$ cat src/rtl/button_conditioner.sv
// button_conditioner
//
// Conditions the raw ship-control push-buttons before they reach the game top level.
//   - Each raw button passes through a two-flop synchroniser and then a per-button debouncer.
//     A new level is accepted only after it has held for DEBOUNCE_CYCLES pclk cycles.
//   - Left/right movement levels are registered.
//     Pressing both at once cancels both outputs.
//   - A fire FSM turns each debounced press into a single-cycle fire_pulse.
//     After each pulse it enforces a cooldown of COOLDOWN_FRAMES frames.
//     A frame is counted on each rising edge of vsync_in.
//
// Optional feature, macro BUTTON_AUTOFIRE_EN:
//   - When the macro is defined and fire is still held at the end of a cooldown, the FSM
//     fires again. Each repeat cooldown lasts AUTOFIRE_FRAMES frames.
//   - When the macro is undefined, every press yields exactly one pulse.
//
// Ports:
//   pclk        in   pixel clock
//   rst         in   asynchronous active-low reset
//   left_in     in   raw left button (asynchronous)
//   right_in    in   raw right button (asynchronous)
//   fire_in     in   raw fire button (asynchronous)
//   vsync_in    in   vsync from the timing chain; rising edge = frame tick
//   left_out    out  debounced left level, registered
//   right_out   out  debounced right level, registered
//   fire_pulse  out  one-pclk missile request, registered
//   fire_ready  out  high while the fire FSM is idle (next press would fire)

module button_conditioner #(
  parameter int unsigned DEBOUNCE_CYCLES = 650000,
  parameter int unsigned CNT_W           = 20,
  parameter int unsigned COOLDOWN_FRAMES = 8,
  parameter int unsigned AUTOFIRE_FRAMES = 15
) (
  input  logic pclk,
  input  logic rst,
  input  logic left_in,
  input  logic right_in,
  input  logic fire_in,
  input  logic vsync_in,
  output logic left_out,
  output logic right_out,
  output logic fire_pulse,
  output logic fire_ready
);

  // Button lanes: 0 = left, 1 = right, 2 = fire
  localparam int NumBtn = 3;
  localparam int BtnL   = 0;
  localparam int BtnR   = 1;
  localparam int BtnF   = 2;

  localparam int unsigned MaxFrames =
      (AUTOFIRE_FRAMES > COOLDOWN_FRAMES) ? AUTOFIRE_FRAMES : COOLDOWN_FRAMES;
  localparam int unsigned FRAME_W = (MaxFrames == 0) ? 1 : $clog2(MaxFrames + 1);

  localparam logic [CNT_W-1:0]   DbLast       = CNT_W'(DEBOUNCE_CYCLES - 1);
  localparam logic [FRAME_W-1:0] CooldownLoad = FRAME_W'(COOLDOWN_FRAMES);
`ifdef BUTTON_AUTOFIRE_EN
  localparam logic [FRAME_W-1:0] AutofireLoad = FRAME_W'(AUTOFIRE_FRAMES);
`endif

  typedef enum logic [1:0] {
    StIdle,
    StFire,
    StCooldown,
    StWaitRelease
  } state_e;

  //--------------------------------------------------------------------------
  // Synchronisers
  //--------------------------------------------------------------------------
  logic [NumBtn-1:0] raw;
  logic [NumBtn-1:0] sync1_q;
  logic [NumBtn-1:0] sync2_q;

  assign raw = {fire_in, right_in, left_in};

  always_ff @(posedge pclk or negedge rst) begin
    if (!rst) begin
      sync1_q <= '0;
      sync2_q <= '0;
    end else begin
      sync1_q <= raw;
      sync2_q <= sync1_q;
    end
  end

  //--------------------------------------------------------------------------
  // Debounce: counter runs only while the synchronised value differs from the
  // accepted state; any return to the accepted value discards the attempt.
  //--------------------------------------------------------------------------
  logic [NumBtn-1:0]            stable_q;
  logic [NumBtn-1:0]            stable_d;
  logic [NumBtn-1:0][CNT_W-1:0] db_cnt_q;
  logic [NumBtn-1:0][CNT_W-1:0] db_cnt_d;

  always_comb begin
    stable_d = stable_q;
    db_cnt_d = '0;
    for (int i = 0; i < NumBtn; i++) begin
      if (sync2_q[i] != stable_q[i]) begin
        if (db_cnt_q[i] == DbLast) begin
          stable_d[i] = sync2_q[i];
        end else begin
          db_cnt_d[i] = db_cnt_q[i] + 1'b1;
        end
      end
    end
  end

  always_ff @(posedge pclk or negedge rst) begin
    if (!rst) begin
      stable_q <= '0;
      db_cnt_q <= '0;
    end else begin
      stable_q <= stable_d;
      db_cnt_q <= db_cnt_d;
    end
  end

  //--------------------------------------------------------------------------
  // Movement outputs: opposing directions cancel
  //--------------------------------------------------------------------------
  logic left_q;
  logic right_q;

  always_ff @(posedge pclk or negedge rst) begin
    if (!rst) begin
      left_q  <= 1'b0;
      right_q <= 1'b0;
    end else begin
      left_q  <= stable_q[BtnL] & ~stable_q[BtnR];
      right_q <= stable_q[BtnR] & ~stable_q[BtnL];
    end
  end

  assign left_out  = left_q;
  assign right_out = right_q;

  //--------------------------------------------------------------------------
  // Frame tick and fire press edge
  //--------------------------------------------------------------------------
  logic vsync_q;
  logic fire_prev_q;
  logic tick;
  logic fire_held;
  logic fire_rise;

  always_ff @(posedge pclk or negedge rst) begin
    if (!rst) begin
      vsync_q     <= 1'b0;
      fire_prev_q <= 1'b0;
    end else begin
      vsync_q     <= vsync_in;
      fire_prev_q <= stable_q[BtnF];
    end
  end

  assign tick      = vsync_in & ~vsync_q;
  assign fire_held = stable_q[BtnF];
  assign fire_rise = stable_q[BtnF] & ~fire_prev_q;

  //--------------------------------------------------------------------------
  // Fire FSM
  //--------------------------------------------------------------------------
  state_e             state_q;
  state_e             state_d;
  logic [FRAME_W-1:0] frame_q;
  logic [FRAME_W-1:0] frame_d;
  logic               pulse_q;
  logic               pulse_d;
`ifdef BUTTON_AUTOFIRE_EN
  // Set while the current FIRE/COOLDOWN round is an autofire repeat
  logic               repeat_q;
  logic               repeat_d;
`endif

  always_ff @(posedge pclk or negedge rst) begin
    if (!rst) begin
      state_q  <= StIdle;
      frame_q  <= '0;
      pulse_q  <= 1'b0;
`ifdef BUTTON_AUTOFIRE_EN
      repeat_q <= 1'b0;
`endif
    end else begin
      state_q  <= state_d;
      frame_q  <= frame_d;
      pulse_q  <= pulse_d;
`ifdef BUTTON_AUTOFIRE_EN
      repeat_q <= repeat_d;
`endif
    end
  end

  // Next state. Presses seen outside IDLE are dropped, not queued.
  always_comb begin
    state_d = state_q;
    unique case (state_q)
      StIdle: begin
        if (fire_rise) state_d = StFire;
      end
      StFire: begin
        state_d = StCooldown;
      end
      StCooldown: begin
        if (frame_q == '0) begin
          if (fire_held) begin
`ifdef BUTTON_AUTOFIRE_EN
            state_d = StFire;
`else
            state_d = StWaitRelease;
`endif
          end else begin
            state_d = StIdle;
          end
        end
      end
      StWaitRelease: begin
        if (!fire_held) state_d = StIdle;
      end
      default: state_d = StIdle;
    endcase
  end

  // Frame counter: load on FIRE takes precedence over a coincident tick;
  // decrement saturates at zero.
  always_comb begin
    frame_d = frame_q;
    if (state_q == StFire) begin
`ifdef BUTTON_AUTOFIRE_EN
      frame_d = repeat_q ? AutofireLoad : CooldownLoad;
`else
      frame_d = CooldownLoad;
`endif
    end else if ((state_q == StCooldown) && tick && (frame_q != '0)) begin
      frame_d = frame_q - 1'b1;
    end
  end

`ifdef BUTTON_AUTOFIRE_EN
  always_comb begin
    repeat_d = repeat_q;
    if ((state_q == StCooldown) && (state_d == StFire)) begin
      repeat_d = 1'b1;
    end else if (state_d == StIdle) begin
      repeat_d = 1'b0;
    end
  end
`endif

  // Outputs. The pulse is registered off the next state so it is high exactly
  // during the FIRE cycle.
  always_comb begin
    pulse_d    = (state_d == StFire);
    fire_ready = (state_q == StIdle);
  end

  assign fire_pulse = pulse_q;

endmodule

$ cat config.mk
export PLATFORM = sky130hd
export DESIGN_NAME = button_conditioner
export DESIGN_NICKNAME = d
export VERILOG_FILES = /design/src/rtl/button_conditioner.sv
export SDC_FILE = /design/constraint.sdc
export NUM_CORES = 1
export LEC_CHECK = 0
export CAP_MARGIN = 20
export CORE_ASPECT_RATIO = 1.2
export CORE_MARGIN = 8
export CORE_UTILIZATION = 50
export DETAILED_ROUTE_END_ITERATION = 10
export DONT_BUFFER_PORTS = 1
export GPL_ROUTABILITY_DRIVEN = 0
export PLACE_DENSITY = 0.69
export SLEW_MARGIN = 20
export SYNTH_ARGS = -nofsm -noshare
export SYNTH_HDL_FRONTEND = slang
export SYNTH_SLANG_ARGS = --single-unit
export TNS_END_PERCENT = 10
$ cat constraint.sdc
create_clock -name pclk -period 2.2 [get_ports pclk]
set_input_delay 0.44 -clock pclk [delete_from_list [all_inputs] [get_ports pclk]]
set_output_delay 0.44 -clock pclk [all_outputs]
set_load 0.03 [all_outputs]
# == After elaboration in Yosys (flattened, before gate mapping) ==
# Cells that the tools add are included.
# Widths: inputs -> output; s select.
# totals
output_inout_bits,4
elab_cells,59
reg_bits,80
inputBits,6
# op_classes
bitwise_logic,8
muxes,13
n_eq_ne,10
n_reduce_logical,9
addsub,4
# op_table
cell,n
$mux 20,6
$add 20x1->20 const B,3
$eq 20x20->1 const B,3
$mux 2,4
$mux 4,2
$pmux 2 s4,1
$reduce_and 2->1,3
$and 1x1->1,4
$eq 2x1->1 const B,2
$eq 2x2->1 const B,2
$logic_not 4->1,1
$not 1->1,4
$reduce_bool 4->1,1
$sub 4x1->4 const B,1
$ne 1x1->1,3
$logic_and 1x1->1,2
$logic_not 2->1,1
$reduce_bool 2->1,1

# == Longest topological paths before layout ==
# Gate-level depths: netlist of run 1.
# logic_depth
depth_word,6
depth_mapped,7
mapped_depth_nobuf,6

# == Least setup slack after synthesis of run 1 ==
# OpenSTA, ideal clock, no wires.
# synth_timing
path_kind,register -> register
startpoint,register db_cnt_q[27] (netlist name)
endpoint,register db_cnt_q[39] (netlist name)
required_ns,2.127
setup_ns,0.073
arrival_ns,1.814
period_less_slack_ns,1.887
n_path_buf,2
stages_incl_launch_ff,7
setup_slack_ns,0.313
path_cell_list,dfrtp_1 > buf_2 > nand4_1 > or4_1 > buf_2 > or4_4 > a21oi_2
# synth_lines
element,line_no,rtl
start: declaration,95,logic [NumBtn-1:0][CNT_W-1:0] db_cnt_q;
start signal: assignment,118,db_cnt_q <= db_cnt_d;

==> impl_metrics.py, run 1 <==
metrics = {
    "run_status": {
        "outcome": "finished, violations left",
        "violations": "negative hold slack",
    },
    "timing": {
        "slew_headroom_pct": 59.6,
        "post-route-period-util_pct": 90.9,
        "worstMarginPinSlew_ns": 0.604,
        "rsz0062_at_grt": "false",
        "setup_viol": 0,
        "maxSlewViolCount": 0,
        "hold_ws_ns": -0.216,
        "clock.fmax_mhz": 500,
        "hold_violations": 80,
        "period_needed_ns": 2.00,
        "worst_clock_skew_ns": 0.00937,
        "final.setup.tns_ns": 0,
    },
    "power": {
        "powerDensity_mw_per_mm2": 649,
        "power.total_uw": 2600,
        "pwr-share-comb_pct": 2.0,
        "clock_power_share_pct": 40.0,
        "sw_frac_of_total_pct": 20.8,
        "switchingPower_uw": 539,
        "power_frac_seq_pct": 58.0,
        "vdd_drop_max_uv": 496,
        "internal-power_uw": 2060,
        "leakage_uw": 0.00165,
    },
    "routing": {
        "drt_iter0_drc": 131,
        "ant_nets": 0,
        "wl_per_cell_um": 14.3,
        "vias": 2599,
        "drtPass1Iterations": 4,
        "routed_wl_um": 6670,
        "drc": 0,
        "vias_per_cell": 5.58,
    },
    "critical_path": {
        "worst-path-stages": 4,
        "path_max_fanout": 19,
        "start_kind": "register",
        "arrival_ns": 2.21,
        "reg2regPathDepth": 4,
        "end_kind": "register",
        "slowest_delay_ns": 0.53,
        "crit_slowest_cell": "or4_1",
        "path_cells": "or4_1 -> nor4_1 -> a31o_2 -> nor2_1",
        "crit_type": "register to register",
        "critPathTopFamily": "simple AND/OR/NAND/NOR gates",
        "critPathBufInv": 0,
        "critPathRequiredTime_ns": 2.41,
    },
    "floorplanning": {
        "floorplan.initialDensity_pct": 51.2,
        "std_cell_rows": 34,
        "die-area_mm2": 0.0104,
        "ios": 10,
        "core_mm2": 0.00719,
        "die_x_um": 94.3,
        "die_h_um": 110,
    },
    "cts": {
        "numCtsBuffers": 9,
        "cts_setup_buffers": 0,
        "cts_root_buffer": "clkbuf_8",
        "clockBufferDepth": 2,
        "cts_max_level": 3,
        "cts_tree": "done",
        "path_clk_slew_ns": 0.08,
        "insertion_delay_ns": 0.34,
        "cts-resized-gates": 0,
        "cts_sinks": 80,
    },
    "synth": {
        "synth_warnings": 0,
        "syn_avg_cell_area_um2": 10.1,
        "postSynthCellCount": 363,
        "ys_seq_area_share_pct": 54.4,
        "synth.cell_area_mm2": 0.00368,
        "synthDistinctLibCells": 37,
        "ys_seq_elements": 80,
        "syn_nets": 373,
    },
    "global_route": {
        "grt_max_degree": 81,
        "grt_pass1_wl_um": 11700,
        "antenna_found_initial": 0,
        "grt_pass1_vias": 2542,
        "grt_use_total_pct": 14.0,
        "grt.overflow.total": 0,
    },
    "layout": {
        "drive_gt1_share_pct": 9.04,
        "finalInstanceArea_mm2": 0.00400,
        "fill_cells": 632,
        "syn_to_final_growth_pct": 8.74,
        "nets": 382,
        "diodes": 0,
    },
    "placement": {
        "place_area_mm2": 0.00381,
        "io_buffers": 0,
        "dp_hpwl_um": 4530,
    },
    "hold_path": {
        "hp-class": "primary input to async pin",
    },
    "flow_run": {
        "drv_cap": 0,
    },
}
power groups by stage:
stage               registers, uW  logic (uW)  clock network (uW)
finish                       1510        51.0                1040
global route                 1510        58.1                1140
CTS                          1510        51.7                1080
detailed placement           1540        51.2                   0
global placement             1530        50.0                   0
floorplan                    1530        39.3                   0
synth_stat cells:
master	count	area [um2]
nand2_1	18	67.6
buf_2	5	25.0
dfrtp_1	80	2000
a31o_2	1	8.76
inv_1	11	41.3
and3_1	4	25.0
a21oi_2	1	8.76
nand4_1	16	100
or3_1	15	93.8
nor3_1	10	50.1
nand2b_1	2	12.5
nor4b_1	3	26.3
or4_1	6	45.0
ha_1	4	50.1
nand4_2	1	12.5
and4_1	5	43.8
nand3_2	1	10.0
o21ai_0	15	75.1
or2_2	1	6.26
or4b_2	1	10.0
nor3b_1	1	7.51
clkbuf_1	5	18.8
nand4b_1	1	8.76
a21oi_1	18	90.1
or4_4	1	11.3
a21bo_2	1	10.0
xnor2_1	25	219
and2_1	1	6.26
xor2_1	17	149
nor2_1	55	206
nand3_1	19	95.1
nor4_1	6	37.5
mux2_2	4	45.0
o31ai_1	3	22.5
a31oi_1	1	6.26
nand3b_1	2	15.0
nor2b_1	3	18.8
metal layers:
metal | track usage, % | part of all wire [%]
met5 | 0 | 0
met4 | 5.45 | 1.7
met2 | 22.1 | 47
met1 | 18.3 | 48
met3 | 3.18 | 3.2
worst reg2reg max path, stage by stage (launching register included):
cell and delay, ns:
dfrtp_1 0.42, or4_1 0.53, nor4_1 0.34, a31o_2 0.48
nor2_1 0.10
layout by cell type (no fill, tap or decap), types with 4 or more instances in the layout:
cell type and count:
dfrtp_1 80, nor2_1 55, xnor2_1 25, nand3_1 19, a21oi_1 18, nand2_1 18
xor2_1 17, nand4_1 16, or3_1 15, o21ai_0 14, inv_1 11, nor3_1 10
clkbuf_8 10, buf_4 8, or4_1 6, nor4_1 6, and4_1 5, and3_1 4
mux2_2 4, ha_1 4
final cells by class:
| type | count | area (um2) | area share, % |
|---|---|---|---|
| Inverter | 11 | 41.3 | 1.03 |
| Clock inverter | 3 | 42.5 | 1.06 |
| Timing Repair Buffer | 8 | 60.1 | 1.50 |
| Clock buffer | 12 | 145 | 3.63 |
| Tap cell | 90 | 113 | 2.81 |
| Sequential cell | 80 | 2000 | 50.0 |
| Multi-Input combinational cell | 262 | 1600 | 39.9 |
cells by family (layout without fill, tap and decap cells):
kind of cell             count (synthesis)  after routing  share of synthesized area (%)
adder cells (fa/ha/maj)                  4              4                           1.36
AO/OA/AOI/OAI                           40             40                           6.02
flip-flops                              80             80                           54.4
multiplexers                             4              4                           1.22
AND/OR/NAND/NOR                        172            172                           24.7
XOR/XNOR                                42             42                           9.99
buffers and inverters                   21             34                           2.31
path summary, 6_finish.rpt:
kind | start | end | slack (ns)
max reg2reg | db_cnt_q[57]$_DFF_PN0_ | db_cnt_q[43]$_DFF_PN0_ | 0.20
min in group pclk | vsync_in | vsync_q$_DFF_PN0_ | 0.12
min reg2reg | sync1_q[2]$_DFF_PN0_ | sync2_q[2]$_DFF_PN0_ | 0.35
min | rst | db_cnt_q[16]$_DFF_PN0_ | -0.22
max in group asynchronous | rst | db_cnt_q[50]$_DFF_PN0_ | 2.29
max | db_cnt_q[57]$_DFF_PN0_ | db_cnt_q[43]$_DFF_PN0_ | 0.20
state kept, by name (all words and copies together) (netlist names):
signal and flops:
fire_prev_q 1, frame_q 4, state_q 2, sync2_q 3, fire_pulse 1, stable_q 3, left_out 1, sync1_q 3
right_out 1, db_cnt_q 60, vsync_q 1
per-stage QoR:
| stage | worst slack, ns | hold slack, ns | instances | util [%] |
|---|---|---|---|---|
| after global routing | 0.0363 | -0.241 | 466 | 55.7 |
| after detailed placement | 0.225 | 0.147 | 451 | 53.1 |
| final | 0.200 | -0.216 | 466 | 55.7 |
| after CTS | 0.201 | -0.237 | 466 | 55.7 |
| after global placement | 0.277 | 0.147 | 451 | 53.1 |
| after floorplan | 0.313 | 0.144 | 363 | - |
Note: power is estimated with default switching activity, not from simulation.
==> run 2: changes to the inputs <==
--- a/config.mk
+++ b/config.mk
@@ -5,6 +5,7 @@
 export SDC_FILE = /design/constraint.sdc
 export NUM_CORES = 1
 export LEC_CHECK = 0
+export ABC_AREA = 1
 export CAP_MARGIN = 20
 export CORE_ASPECT_RATIO = 1.2
 export CORE_MARGIN = 8
==> run 2 against run 1 <==
  * The run still ends with negative hold slack left
  * Power is 7.6% higher
  * First-iteration DRC count increased by 6.9%
  * Register-to-register slack improved by 0.45 ns
  * Synthesized cell count grew 45%
  * Clock-buffer cell count did not move
  * Clock power up 18%
  * Critical path type is now register to output pin
  * Critical endpoint is now fire_ready
  * Largest cell class unchanged
  * Highest routed layer unchanged
==> impl_metrics.py, run 2 <==
metrics = {
    "routing": {
        "routed_wl_um": 7840,
        "ant_nets": 0,
        "vias_per_cell": 4.90,
        "drc": 0,
        "drtPass1Iterations": 5,
        "wl_per_cell_um": 12.3,
        "drt_iter0_drc": 140,
        "vias": 3120,
    },
    "critical_path": {
        "critPathTopFamily": "simple AND/OR/NAND/NOR gates",
        "start_kind": "register",
        "crit_type": "register to output pin",
        "crit_start": "state_q[1]$_DFF_PN0_",
        "arrival_ns": 1.28,
        "path_max_fanout": 5,
        "end_kind": "output pin",
        "slowest_delay_ns": 0.51,
        "critPathBufInv": 0,
        "crit_slowest_cell": "nor2_1",
        "path_cells": "nor2_1",
        "critPathRequiredTime_ns": 1.76,
        "worstReg2RegStart": "db_cnt_q[40]$_DFF_PN0_",
    },
    "synth": {
        "async_flop_share_pct": 100,
        "ys.flop_type": "dfrtp_1",
        "syn_nets": 536,
        "postSynthCellCount": 526,
        "synth_most_common_cell": "nand2_1",
        "synthTopCellsByCount": "nand2_1, nor2_1, dfrtp_1, inv_1, nand3_1",
        "synth.cell_area_mm2": 0.00418,
        "syn_avg_cell_area_um2": 7.94,
        "synth_edf_count": 0,
        "synth_top_area_share_pct": 47.9,
        "synth_area_leaders": "dfrtp_1, nand2_1, nor2_1, inv_1, nor2_4",
        "ys_seq_area_share_pct": 47.9,
        "synthDistinctLibCells": 24,
        "yosys.area.top_type": "dfrtp_1",
        "synth_warnings": 0,
        "ys_seq_elements": 80,
    },
    "layout": {
        "layout_commonest_cell": "nand2_1",
        "stdcell_count": 637,
        "largest_reg_flops": 60,
        "final_util_pct": 55.8,
        "largest_register": "db_cnt_q",
        "reg_top3": "db_cnt_q: 60 flops, frame_q: 4 flops",
        "diodes": 0,
        "syn_to_final_growth_pct": 8.39,
        "final_cell_mix": "nand2_1, nor2_1, dfrtp_1, inv_1, nand3_1",
        "fill_cells": 750,
        "nets": 547,
        "drive_gt1_share_pct": 11.8,
    },
    "global_route": {
        "grt_pass1_wl_um": 14100,
        "grt_pass1_vias": 3216,
        "grt_use_total_pct": 15.2,
        "grt.overflow.total": 0,
        "grt_max_degree": 81,
        "antenna_found_initial": 0,
    },
    "timing": {
        "hold_violations": 80,
        "period_needed_ns": 1.72,
        "hold_ws_ns": -0.220,
        "rsz0062_at_grt": "false",
        "slew_headroom_pct": 58.9,
        "worst_clock_skew_ns": 0.00629,
        "final.setup.tns_ns": 0,
        "worstMarginPinSlew_ns": 0.615,
        "maxSlewViolCount": 0,
        "clock.fmax_mhz": 582,
        "setup_viol": 0,
        "post-route-period-util_pct": 78.1,
    },
    "placement": {
        "io_buffers": 0,
        "dp_cells": 621,
        "dp_hpwl_um": 5700,
    },
    "cts": {
        "numCtsBuffers": 9,
        "cts_tree": "done",
        "cts_max_level": 3,
        "cts_setup_buffers": 0,
        "cts_root_buffer": "clkbuf_8",
        "path_clk_slew_ns": 0.08,
        "cts_sinks": 80,
        "cts-resized-gates": 0,
        "clockBufferDepth": 2,
        "insertion_delay_ns": 0.35,
    },
    "run_status": {
        "violations": "negative hold slack",
        "outcome": "finished, violations left",
    },
    "hold_path": {
        "hp-class": "primary input to async pin",
    },
    "power": {
        "power_frac_seq_pct": 53.8,
        "internal-power_uw": 2210,
        "clock_power_share_pct": 44.1,
        "pwr-share-comb_pct": 2.1,
        "leakage_uw": 0.00188,
        "powerDensity_mw_per_mm2": 618,
        "switchingPower_uw": 583,
        "vdd_drop_max_uv": 354,
        "sw_frac_of_total_pct": 20.9,
    },
    "floorplanning": {
        "die_x_um": 99.4,
        "die-area_mm2": 0.0115,
        "floorplan.initialDensity_pct": 51.5,
        "die_h_um": 116,
        "std_cell_rows": 36,
        "ios": 10,
        "core_mm2": 0.00811,
    },
    "flow_run": {
        "drv_cap": 0,
    },
}
run 2: changes by cell type after synthesis, moves of 14 or more:
cell	change
nand2_1	+101
nor2_1	+60
inv_1	+52
xnor2_1	-21
nor2_4	+16
or3_1	-15
nor2_2	+14
run 2: cell families after synthesis:
family                   count (synthesis)  share of synthesized area, %
AND/OR/NAND/NOR                        316                          34.5
flip-flops                              80                          47.9
XOR/XNOR                                26                          5.99
AO/OA/AOI/OAI                           33                          4.02
buffers and inverters                   67                          6.32
adder cells (fa/ha/maj)                  4                          1.20
run 2: metal layers:
metal	up-vias	routed length, um	track usage, %
met2	30	3710	25.6
met3	13	201	3.22
li1	1637	-	-
met1	1440	3770	18.3
met5	-	0	0
met4	0	156	6.77
run 2: final timing paths:
path / endpoint / slack [ns] / cells after the start
max in group asynchronous: vsync_q$_DFF_PN0_ / 2.29 / 0
max reg2reg: db_cnt_q[43]$_DFF_PN0_ / 0.65 / 8
max: fire_ready / 0.48 / 1
min in group pclk: sync1_q[0]$_DFF_PN0_ / 0.11 / 0
min: db_cnt_q[39]$_DFF_PN0_ / -0.22 / 0
min reg2reg: sync2_q[1]$_DFF_PN0_ / 0.37 / 0
run 2: power by group through the flow:
stage | Combinational (uW) | Sequential (uW) | Clock, uW
2_1_floorplan | 48.2 | 1530 | 0
3_3_place_gp | 58.9 | 1530 | 0
6_report | 58.8 | 1500 | 1230
3_5_place_dp | 59.6 | 1530 | 0
4_1_cts | 60.0 | 1500 | 1270
5_1_grt | 68.2 | 1510 | 1320
run 2: metrics by stage:
step | worst slack (ns) | hold WS, ns | total power [uW] | instance area [um2]
6_report | 0.481 | -0.220 | 2800 | 4530
2_1_floorplan | 0.842 | 0.144 | 1580 | 4180
4_1_cts | 0.439 | -0.242 | 2830 | 4530
3_3_place_gp | 0.732 | 0.148 | 1590 | 4290
5_1_grt | 0.420 | -0.245 | 2900 | 4530
3_5_place_dp | 0.674 | 0.148 | 1590 | 4290
run 2: area by class of cell:
cell class	instances	area, um2	area share, %
inverters	67	264	5.83
clock inverters	4	76.3	1.69
clock buffers	12	155	3.43
multi-input cells	379	1910	42.2
well taps	95	119	2.63
flip-flops and latches	80	2000	44.2
